===== src/rtl/data_sync_tx_if.sv =====
// Source-side bundle for data_sync_tx: upstream valid/ready word plus the bus/enable pair toward the destination.
// ack_level exists only when DATA_SYNC_TX_ACK_EN is defined.
interface data_sync_tx_if #(
   parameter int BUS_WIDTH = 8
);
   logic [BUS_WIDTH-1:0] in_data;
   logic                 in_valid;
   logic                 in_ready;
   logic [BUS_WIDTH-1:0] unsync_bus;
   logic                 bus_enable;
`ifdef DATA_SYNC_TX_ACK_EN
   logic                 ack_level;

   modport master (output in_data, in_valid, ack_level,
                   input  in_ready, unsync_bus, bus_enable);
   modport slave  (input  in_data, in_valid, ack_level,
                   output in_ready, unsync_bus, bus_enable);
`else
   modport master (output in_data, in_valid,
                   input  in_ready, unsync_bus, bus_enable);
   modport slave  (input  in_data, in_valid,
                   output in_ready, unsync_bus, bus_enable);
`endif
endinterface


===== src/rtl/data_sync_tx.sv =====
// Launches one word per handshake on a held bus framed by a single Bus_Enable window; DATA_SYNC_TX_ACK_EN swaps counts for an ack handshake.
// Latency: bus/enable valid one edge after accept; In_Ready low from accept until HOLD and GAP have both elapsed.
module data_sync_tx #(
   parameter int BUS_WIDTH   = 8
`ifdef DATA_SYNC_TX_ACK_EN
  ,parameter int NUM_STAGES  = 2
`else
  ,parameter int HOLD_CYCLES = 4
  ,parameter int GAP_CYCLES  = 4
`endif
) (
   input logic           clk_i,
   input logic           rst_ni,
   data_sync_tx_if.slave bus_if
);

   typedef enum logic [1:0] {
      IDLE = 2'd0,
      HOLD = 2'd1,
      GAP  = 2'd2
   } state_t;

   state_t               state_q, state_d;
   logic [BUS_WIDTH-1:0] bus_q, bus_d;
   logic                 en_q, en_d;
   logic                 accept;
   logic                 hold_done;
   logic                 gap_done;

   assign accept = bus_if.in_valid & (state_q == IDLE);

`ifdef DATA_SYNC_TX_ACK_EN
   logic [NUM_STAGES-1:0] ack_ff_q;
   logic                  ack_sync;

   always_ff @(posedge clk_i or negedge rst_ni) begin
      if (!rst_ni) begin
         ack_ff_q <= '0;
      end else begin
         ack_ff_q <= {ack_ff_q[NUM_STAGES-2:0], bus_if.ack_level};
      end
   end

   assign ack_sync  = ack_ff_q[NUM_STAGES-1];
   assign hold_done = ack_sync;
   assign gap_done  = ~ack_sync;
`else
   localparam int MAX_CYC = (HOLD_CYCLES > GAP_CYCLES) ? HOLD_CYCLES : GAP_CYCLES;
   localparam int CNT_W   = $clog2(MAX_CYC) + 1;
   localparam logic [CNT_W-1:0] HOLD_LOAD = CNT_W'(HOLD_CYCLES - 1);
   localparam logic [CNT_W-1:0] GAP_LOAD  = CNT_W'(GAP_CYCLES - 1);

   logic [CNT_W-1:0] cnt_q, cnt_d;
   logic             cnt_zero;

   assign cnt_zero  = (cnt_q == '0);
   assign hold_done = cnt_zero;
   assign gap_done  = cnt_zero;

   always_comb begin
      cnt_d = cnt_q;
      case (state_q)
         IDLE:    if (accept) cnt_d = HOLD_LOAD;
         HOLD:    cnt_d = cnt_zero ? GAP_LOAD : cnt_q - 1'b1;
         GAP:     if (!cnt_zero) cnt_d = cnt_q - 1'b1;
         default: cnt_d = '0;
      endcase
   end

   always_ff @(posedge clk_i or negedge rst_ni) begin
      if (!rst_ni) begin
         cnt_q <= '0;
      end else begin
         cnt_q <= cnt_d;
      end
   end
`endif

   // Bus only loads on accept, so it stays frozen through HOLD and GAP.
   always_comb begin
      state_d = state_q;
      bus_d   = bus_q;
      en_d    = en_q;
      case (state_q)
         IDLE: begin
            if (accept) begin
               bus_d   = bus_if.in_data;
               en_d    = 1'b1;
               state_d = HOLD;
            end
         end
         HOLD: begin
            if (hold_done) begin
               en_d    = 1'b0;
               state_d = GAP;
            end
         end
         GAP: begin
            if (gap_done) state_d = IDLE;
         end
         default: begin
            en_d    = 1'b0;
            state_d = IDLE;
         end
      endcase
   end

   always_ff @(posedge clk_i or negedge rst_ni) begin
      if (!rst_ni) begin
         state_q <= IDLE;
         bus_q   <= '0;
         en_q    <= 1'b0;
      end else begin
         state_q <= state_d;
         bus_q   <= bus_d;
         en_q    <= en_d;
      end
   end

   assign bus_if.in_ready   = (state_q == IDLE);
   assign bus_if.unsync_bus = bus_q;
   assign bus_if.bus_enable = en_q;

endmodule

===== src/flat_wrapper.sv =====
// flat-port wrapper written by rule: the top's interface ports become plain ports
module data_sync_tx_flat 
#(
   parameter int BUS_WIDTH   = 8

  ,parameter int HOLD_CYCLES = 4
  ,parameter int GAP_CYCLES  = 4

)
  (clk_i, rst_ni, bus_if_in_data, bus_if_in_valid, bus_if_in_ready, bus_if_unsync_bus, bus_if_bus_enable);
  data_sync_tx_if #(.BUS_WIDTH(BUS_WIDTH)) bus_if_i ();
  input logic clk_i;
  input logic rst_ni;
  input wire logic [$bits(bus_if_i.in_data)-1:0] bus_if_in_data;
  input wire logic [$bits(bus_if_i.in_valid)-1:0] bus_if_in_valid;
  output wire logic [$bits(bus_if_i.in_ready)-1:0] bus_if_in_ready;
  output wire logic [$bits(bus_if_i.unsync_bus)-1:0] bus_if_unsync_bus;
  output wire logic [$bits(bus_if_i.bus_enable)-1:0] bus_if_bus_enable;
  assign bus_if_i.in_data = bus_if_in_data;
  assign bus_if_i.in_valid = bus_if_in_valid;
  assign bus_if_in_ready = bus_if_i.in_ready;
  assign bus_if_unsync_bus = bus_if_i.unsync_bus;
  assign bus_if_bus_enable = bus_if_i.bus_enable;
  data_sync_tx #(.BUS_WIDTH(BUS_WIDTH), .HOLD_CYCLES(HOLD_CYCLES), .GAP_CYCLES(GAP_CYCLES)) u_core (.clk_i(clk_i), .rst_ni(rst_ni), .bus_if(bus_if_i));
endmodule

===== config.mk =====
export PLATFORM = sky130hd
export DESIGN_NAME = data_sync_tx_flat
export DESIGN_NICKNAME = d
export VERILOG_FILES = /design/src/rtl/data_sync_tx_if.sv /design/src/rtl/data_sync_tx.sv /design/src/flat_wrapper.sv
export SDC_FILE = /design/constraint.sdc
export NUM_CORES = 1
export LEC_CHECK = 0
export BUFFER_PORTS_ARGS = -buffer_cell sky130_fd_sc_hd__buf_4
export CORE_MARGIN = 1
export CORE_UTILIZATION = 46
export CTS_BUF_LIST = sky130_fd_sc_hd__clkbuf_4 sky130_fd_sc_hd__clkbuf_8
export DETAILED_ROUTE_END_ITERATION = 10
export PLACE_DENSITY = 0.76
export SLEW_MARGIN = 20
export SYNTH_ARGS = -nofsm -noshare
export SYNTH_HDL_FRONTEND = slang
export SYNTH_SLANG_ARGS = --single-unit

===== constraint.sdc =====
create_clock -name clk_i -period 1.4 [get_ports clk_i]
set_input_delay 0.07 -clock clk_i [delete_from_list [all_inputs] [get_ports clk_i]]
set_output_delay 0.07 -clock clk_i [all_outputs]
set_load 0.01 [all_outputs]

==> impl_results.md, run 1 <==
* Worst-Margin Slew at approximately 0.22 ns
* Hold crit path type: primary input to flop
* Kind of critical path: flop to flop
* Period Utilization, post-route at between 90% and 100%
* FMAX at 780 MHz
* Final net count at between 90 and 100
* Fin. Hold Viols at 0
* # diodes at 0
* Total GRT Usage at between 10% and 20%
* Critical Path, Cell by Cell: inv_1 -> ha_1 -> nor2b_2 -> a22oi_1 -> o221a_2
* Vias in the first global route at ~460
* Die Span X at between 30 and 40 µm
* Iteration count of the initial detailed-routing pass at 4
* CTS tree: done
* Mapped Area at 654 µm²
* Share of layout cells above drive strength 1 at 51.3%
* Hpwl dp at 905 µm
* FFs w/ async S/R, synth at 100%
* # IOs at 21
* Die H at 39.7 µm
* CP arrival at 1.44 ns
* 1st-iter DRT viols at 5
* Placer Congestion at ~0.80
* CP Max Fanout at 3
* Antenna viol nets, final at 0
* Yosys reg bits at 14
* Share of the synthesized area in the top cell type at 53.5%
* Commonest cells in the netlist: dfrtp_1, mux2_2, inv_1, nand2_1
* CTS Buffer Depth at 2
* Antenna violations before repair at 0
* Relative slew slack at 85.5%
* Synth warn at 0
* Post-Route Setup TNS at 0 ns
* Hold path depth at 2
* Cell Pwr Density at 2290 mW/mm²
* RSZ-0062 raised after global routing: false
* I/O Buffers at 20
* Launching point of the worst reg2reg path: u_core.cnt_q[0]
* Fin. max-slew vios at 0
* Final core utilization at roughly two thirds
* Worst VDD drop at around 1.3 mV
* Largest area contributor in the synthesized netlist: dfrtp_1
* Syn Nets at between 60 and 70
* First-pass GRT wire length at between 1500 and 2000 µm
* Library cells used by synthesis at 21
* Status: complete, no violations
* R2r setup slk at between 0.1 and 0.15 ns
* Vias at 478
* Max stage delay on crit path at about 0.40 ns
* Critical Path RT at approximately 1.6 ns
* Largest net degree at the start of global routing at 15
* Crit path from: u_core.cnt_q[0]
* Post-synth EDFFs at 0
* Vias per cell at 5.14
* Reg2reg path depth at 5
* Remaining DRCs at 0
* Max Cap Viol at 0
* Routed Wire Length at approximately 1200 µm
* Core Area at around 0.0013 mm²
* Hold Startpoint: bus_if_in_data[7]
* CTS Buf Count at 3
* Rows at 13
* Fin crit period at 1.28 ns
* Clk_skew at 0.00922 ns
* Register area share after synthesis at 53.5%
* H-tree depth at 1
* Static Leak at approximately 0.43 nW
* CTS sink cnt at 14
* CP max stage cell: dfrtp_1
* Synth area leaders: dfrtp_1, mux2_2, ha_1, buf_6, nor3_4
* Clock Latency Late Sink at about 0.27 ns
* CTS Root Buffer Type: clkbuf_4
* Grt total ovfl at 0
* Die ar. at between 0.0015 and 0.002 mm²
* Hold path endpoint: u_core.bus_if.unsync_bus[7]
* Area growth syn-to-layout at 33.5%
* Syn avg cell area at ~13 µm²
* Most common cell in the netlist: dfrtp_1
* Reg2reg end: u_core.cnt_q[0]
* Synth Flop Type: dfrtp_1
* CP endpoint kind: flop
* Final setup fails at 0
* Critical path startpoint category: flop
* Clock slew seen by the registers of the worst setup and hold paths at 0.08 ns
* Cell count after synthesis at 51
* Initial Util at 49.7%
* WL/cell at 12.8 µm
power breakdown:
group,internal [W],switching (W)
Combinational,0.000605,0.000435
Clock,0.0000995,0.000118
Sequential,0.000605,0.000135
cells by family (layout without fill, tap and decap cells):
kind of cell | count (synthesis) | after routing | share of synthesized area (%)
flops | 14 | 14 | 53.5
fa+ha+maj | 2 | 2 | 3.82
compound gates | 9 | 9 | 11.5
xor+xnor | 1 | 1 | 1.34
mux | 9 | 9 | 15.3
buf+inv | 6 | 33 | 5.74
simple gates | 10 | 10 | 8.80
metrics by stage:
step           total power [W]  area, µm²  hold slack, ns  worst slack, ns  std cells
2_1_floorplan          0.00139        654          -0.226           0.0877         51
3_3_place_gp           0.00176        838         -0.0701            0.125         89
3_5_place_dp           0.00179        838         -0.0748           0.0962         89
4_1_cts                0.00202        871          0.0161           0.0779         93
5_1_grt                0.00216        873         0.00740           0.0378         93
6_report               0.00200        873          0.0216            0.118         93
final cells by class:
class,instances,area (µm²)
Sequential cell,14,350
Clock buffer,3,22.5
Tap cell,15,18.8
Inverter,4,15.0
Fill cell,104,444
Multi-Input combinational cell,31,269
Timing Repair Buffer,26,198
critical path, delay by kind of cell, from the launching register on:
family,cells,cell delay [ns]
simple gates,1,0.16
fa+ha+maj,1,0.17
buf+inv,1,0.08
flops,1,0.40
compound gates,2,0.37
placed cells by master (no fill, tap or decap):
master,instances
dlygate4sd3_1,1
a22oi_1,1
nor2b_2,1
o221a_2,1
a32o_1,1
nand2_1,4
mux2i_1,1
o211a_1,1
a21o_2,1
xor2_1,1
o22ai_1,1
nor3_4,1
ha_1,2
clkbuf_4,3
nand2b_1,2
o211ai_1,1
dfrtp_1,14
mux2_2,8
nor2_1,2
inv_1,4
buf_4,25
a21oi_1,1
o2bb2ai_1,1
what timing repair did:
action / CTS / global route
hold buffers: 1 / 0
setup endpoints to repair: 0 / 1
resized for setup: 0 / 1
hold endpoints to repair: 14 / 0
buffers inserted: 0 / 0
registers in the layout (all words and copies together), names as in the netlist:
| signal | flops |
|---|---|
| u_core.cnt_q | 3 |
| u_core.bus_if.unsync_bus | 8 |
| u_core.bus_if.bus_enable | 1 |
| u_core.state_q | 2 |
routing by layer:
metal / GRT usage (%) / wire [µm] / vias up
met1: 19.3 / 492 / 226
met3: 8.52 / 69 / 2
met2: 32.0 / 612 / 14
met4: 10.3 / 14 / 0
met5: 0 / 0 / -
li1: - / - / 236
worst max-delay path by stage:
stage | endpoint | slack (ns)
2_1_floorplan | u_core.bus_if.unsync_bus[0] | 0.09
4_1_cts | u_core.cnt_q[0] | 0.08
5_1_grt | u_core.cnt_q[0] | 0.04
6_report | u_core.cnt_q[0] | 0.12
3_3_place_gp | u_core.cnt_q[0] | 0.13
3_5_place_dp | u_core.cnt_q[0] | 0.1
Note: power is estimated with default switching activity, not from simulation.
==> run 2, diff against run 1 <==
BUFFER_PORTS_ARGS = -buffer_cell sky130_fd_sc_hd__buf_2   (was -buffer_cell sky130_fd_sc_hd__buf_4)
==> run 2 against run 1 <==
Against the previous run: non-clock buffer count shrank 1; first-iteration DRC count is the same; sequential power shrank 0.5%; clock skew shrank 0.0064 ns; register-to-register slack is essentially flat; cell area shrank 4.4%; wire length shrank 11%; clock-buffer cell count grew 1; global-route usage shrank 1.4 points; worst hold slack lost 0.0083 ns; via count shrank 1.7%; setup slack gained 0.0027 ns; critical path type unchanged.
==> impl_results.md, run 2 (same netlist as run 1, synthesis figures left out) <==
* Status: complete, no violations
* First-pass GRT wire length at 1770 µm
* Post-CTS Setup Bufs at 0
* CTS sink cnt at 14
* Antenna viol nets, final at 0
* FILL cells at between 100 and 150
* CTS Buf Count at 3
* Max stage delay on crit path at 0.40 ns
* Largest net degree at the start of global routing at 15
* Clock slew seen by the registers of the worst setup and hold paths at 0.09 ns
* Leading cell type in the layout, fill and taps excluded: buf_2
* # diodes at 0
* Fin area at ~830 µm²
* Relative slew slack at between 70% and 80%
* CP max stage cell: dfrtp_1
* FMAX at just under 800 MHz
* CTS Root Buffer Type: clkbuf_4
* Part of the power in the clock network at 14.9%
* Critical path startpoint category: flop
* Seq pwr share at a little under two fifths
* CP endpoint kind: flop
* Share of layout cells above drive strength 1 at between 50 and 60%
* P_sw at between 0.0006 and 0.0007 W
* Worst VDD drop at between 1 and 1.5 mV
* Static Leak at about 0.41 nW
* Most frequent cells in the layout: buf_2, dfrtp_1, mux2_2
* Routed Wire Length at around 1100 µm
* Die ar. at around 0.0016 mm²
* Area growth syn-to-layout at 27.5%
* Hold crit path type: primary input to flop
* Iteration count of the initial detailed-routing pass at 2
* Cell Pwr Density at 2340 mW/mm²
* # IOs at 21
* WL/cell at between 10 and 15 µm
* CP Max Fanout at 3
* Rows at 13
* CTS tree: done
* Hpwl dp at 809 µm
* Clk_skew at 0.00282 ns
* Clock Latency Late Sink at around 0.28 ns
* Core Area at 0.00132 mm²
* Placer Congestion at 0.743
* Grt total ovfl at 0
* CTS Buffer Depth at 2
* I/O Buffers at 20
* Remaining DRCs at 0
* Placed Area at a little under 800 µm²
* Pint at between 0.001 and 0.0015 W
* RSZ-0062 raised after global routing: false
* Power share of the combinational group at 47.4%
* Worst-Margin Slew at between 0.3 and 0.4 ns
* Vias per cell at about 5.1
* Antenna violations before repair at 0
* Vias in the first global route at 434
* Switching portion of total power at approximately a third
* Kind of critical path: flop to flop
* 1st-iter DRT viols at 5
* Total GRT Usage at between 15 and 20%
* Largest register FFs at 8
* Initial Util at between 40 and 50%
* Fin. Hold Viols at 0
* Die H at around 40 µm
* Fin crit period at between 1 and 1.5 ns
* H-tree depth at 1
* Critical Path RT at approximately 1.6 ns
* Die Span X at ~40 µm
* Max Cap Viol at 0
* Period Utilization, post-route at between 90% and 100%
* Vias at between 400 and 500
* Final net count at just over 90
* CP arrival at 1.45 ns
* Post-Route Setup TNS at 0 ns
* Fin. max-slew vios at 0
* Final setup fails at 0
* Critical Path, Cell by Cell: inv_1 -> ha_1 -> nor2b_2 -> a22oi_2 -> o221a_2
[run 2: final cells by class]
class	instances	area, µm²	share of cell area [%]
clock buffer	4	36.3	4.35
inverter	4	15.0	1.80
multi-input combinational	31	274	32.8
sequential	14	350	42.0
tap	15	18.8	2.25
timing repair buffer	25	140	16.8
[run 2: final timing paths]
check | startpoint | endpoint | slack (ns) | cells after the start
min | bus_if_in_data[4] | u_core.bus_if.unsync_bus[4] | 0.01 | 2
min reg2reg | u_core.bus_if.unsync_bus[0] | u_core.bus_if.unsync_bus[0] | 0.51 | 1
max in group asynchronous | rst_ni | u_core.cnt_q[0] | 0.96 | 2
max | u_core.cnt_q[0] | u_core.cnt_q[0] | 0.12 | 5
min in group asynchronous | rst_ni | u_core.bus_if.bus_enable | 0.21 | 2
max reg2reg | u_core.cnt_q[0] | u_core.cnt_q[0] | 0.12 | 5
[run 2: through the flow]
step	std cells	hold WS [ns]	power, W	setup WS (ns)	utilization [%]
6_report	93	0.0133	0.00195	0.120	63.3
5_1_grt	93	0.00778	0.00212	0.00946	63.3
4_1_cts	93	0.00267	0.00196	0.0693	62.8
3_5_place_dp	88	-0.0192	0.00166	0.0894	59.3
3_3_place_gp	88	-0.0167	0.00163	0.131	59.3
2_1_floorplan	51	-0.226	0.00139	0.0877	-
[run 2: timing repair]
item | in CTS | in global routing
endpoints found under the hold margin | 14 | 0
setup endpoints to repair | 0 | 1
gates resized for setup | 0 | 2
hold buffers | 1 | 0
[run 2: layer usage]
layer / track usage [%] / vias to the layer above / wire length, µm
met5: 0 / - / 0
met4: 7.76 / 0 / 0
met3: 5.11 / 0 / 57
met2: 25.4 / 14 / 510
met1: 24.0 / 221 / 493
li1: - / 235 / -
[run 2: critical path: cells and delay by family, from the launching register on]
kind	cells	cell delay [ns]
compound gates	2	0.35
buf+inv	1	0.08
simple gates	1	0.17
flops	1	0.40
fa+ha+maj	1	0.17
[run 2: power groups by stage]
stage | registers, W | clock network (W) | logic (W)
after floorplan | 0.000768 | 0 | 0.000619
after global placement | 0.000736 | 0 | 0.000892
after detailed placement | 0.000744 | 0 | 0.000915
after CTS | 0.000737 | 0.000301 | 0.000921
after global routing | 0.000769 | 0.000317 | 0.00104
final | 0.000736 | 0.000290 | 0.000923
==> run 3, diff against run 2 <==
CORE_UTILIZATION = 30   (was 46)
PLACE_DENSITY = unset   (was 0.76)
==> run 3 against run 2 <==
Against the previous run: final cell count up 13%; critical path type unchanged; utilization down 21 points; total power up 0.36%; sequential power down 1%; cell area up 1.8%.
==> impl_results.md, run 3 (same netlist as run 1, synthesis figures left out) <==
* DP Cell Count at 100
* Final setup fails at 0
* Grt total ovfl at 0
* WL/cell at around 11 µm
* Area growth syn-to-layout at 29.8%
* Routed Wire Length at 1120 µm
* FMAX at approximately 770 MHz
* Largest net degree at the start of global routing at 15
* Rows at 16
* Antenna viol nets, final at 0
* Hold crit path type: primary input to flop
* # diodes at 0
* Kind of critical path: flop to flop
* H-tree depth at 1
* Initial Util at ~33%
* 1st-iter DRT viols at 4
* Cell Pwr Density at 2300 mW/mm²
* Die Span X at roughly 49 µm
* Period Utilization, post-route at about 90%
* Share of layout cells above drive strength 1 at 51.3%
* Static Leak at approximately 0.41 nW
* Status: complete, no violations
* Post-CTS Setup Bufs at 0
* Post-Route Setup TNS at 0 ns
* Clock Latency Late Sink at 0.28 ns
* Vias at roughly 490
* Critical path startpoint category: flop
* Die ar. at ~0.0024 mm²
* Die H at ~49 µm
* # IOs at 21
* Hpwl dp at ~870 µm
* RSZ-0062 raised after global routing: false
* CTS tree: done
* Fin. max-slew vios at 0
* First-pass GRT wire length at ~2100 µm
* Remaining DRCs at 0
* Final net count at just over 90
* Relative slew slack at approximately 80%
* Pre-CTS setup slack at 0.0673 ns
* Total GRT Usage at a little under an eighth
* Most frequent cells in the layout: buf_2, dfrtp_1, mux2_2
* Iteration count of the initial detailed-routing pass at 2
* Final WS setup at between 0.1 and 0.15 ns
* Core Area at 0.00200 mm²
* Max Cap Viol at 0
* CTS Root Buffer Type: clkbuf_4
* FILL cells at around 210
* CP Max Fanout at 3
* CTS sink cnt at 14
* Vias in the first global route at 518
* Fin. Hold Viols at 0
* Non-filler cells in the finished layout at roughly 110
* Tot Pwr at approximately 0.002 W
* CP arrival at 1.47 ns
* CTS Buffer Depth at 2
* Largest register FFs at 8
* CP endpoint kind: flop
* CTS Buf Count at 3
* Worst VDD drop at 1.15 mV
* Placer Congestion at 0.774
* Leading cell type in the layout, fill and taps excluded: buf_2
* Clock slew seen by the registers of the worst setup and hold paths at approximately 0.090 ns
* R2r setup slk at between 0.1 and 0.15 ns
* Critical Path RT at around 1.6 ns
* Vias per cell at approximately 4.6
* Worst-Margin Slew at roughly 0.32 ns
* Fin crit period at ~1.3 ns
* Antenna violations before repair at 0
* I/O Buffers at 20
* Clk_skew at 0.00236 ns
==> run 3: metrics by stage <==
stage | util (%) | area, µm² | hold slack [ns]
final | 42.4 | 850 | 0.0121
after global routing | 42.4 | 850 | 0.0117
after CTS | 42.1 | 842 | 0.00163
after detailed placement | 39.8 | 796 | -0.0149
after global placement | 39.8 | 796 | -0.0175
after floorplan | - | 654 | -0.226
==> run 3: critical path, cell delays in order (launching register included) <==
cell and delay [ns]:
dfrtp_1 0.40, inv_1 0.08, ha_1 0.18, nor2b_4 0.16, a22oi_1 0.09, o221a_2 0.28
==> run 3: power by group <==
part | leakage, nW | total, W | internal [W] | switching, W
Combinational | 0.227 | 0.000935 | 0.000513 | 0.000422
Sequential | 0.164 | 0.000729 | 0.000604 | 0.000125
Clock | 0.0210 | 0.000293 | 0.000158 | 0.000135
Total | 0.412 | 0.00196 | 0.00128 | 0.000681
==> run 3: repair_timing <==
| item | 4_1_cts | 5_1_grt |
|---|---|---|
| endpoints found under the setup margin | 0 | 2 |
| hold endpoints to repair | 14 | 0 |
| hold buffers | 1 | 0 |
| gates resized for setup | 0 | 2 |
==> run 3: area by class of cell <==
cell class	count	area, µm²	share of cell area, %
Sequential cell	14	350	41.2
Clock buffer	4	36.3	4.27
Tap cell	27	33.8	3.98
Inverter	4	15.0	1.77
Multi-Input combinational cell	31	274	32.3
Timing Repair Buffer	25	140	16.5
==> run 3: final timing paths <==
check                                                    to                         from  cells past startpoint
min in group asynchronous       u_core.bus_if.unsync_bus[5]                       rst_ni                      2
worst min-delay path            u_core.bus_if.unsync_bus[5]            bus_if_in_data[5]                      2
worst max register to register              u_core.cnt_q[0]              u_core.cnt_q[0]                      5
max in group asynchronous       u_core.bus_if.unsync_bus[3]                       rst_ni                      2
worst max-delay path                        u_core.cnt_q[0]              u_core.cnt_q[0]                      5
worst min register to register  u_core.bus_if.unsync_bus[3]  u_core.bus_if.unsync_bus[3]                      1
==> run 3: per-layer routing <==
layer	wire length, µm	part of all wire [%]	vias up	global-route usage (%)
li1	-	-	233	-
met2	525	47	18	19.4
met3	67	6.0	4	1.89
met4	38	3.4	0	8.82
met1	485	43	230	13.5
met5	0	0	-	0
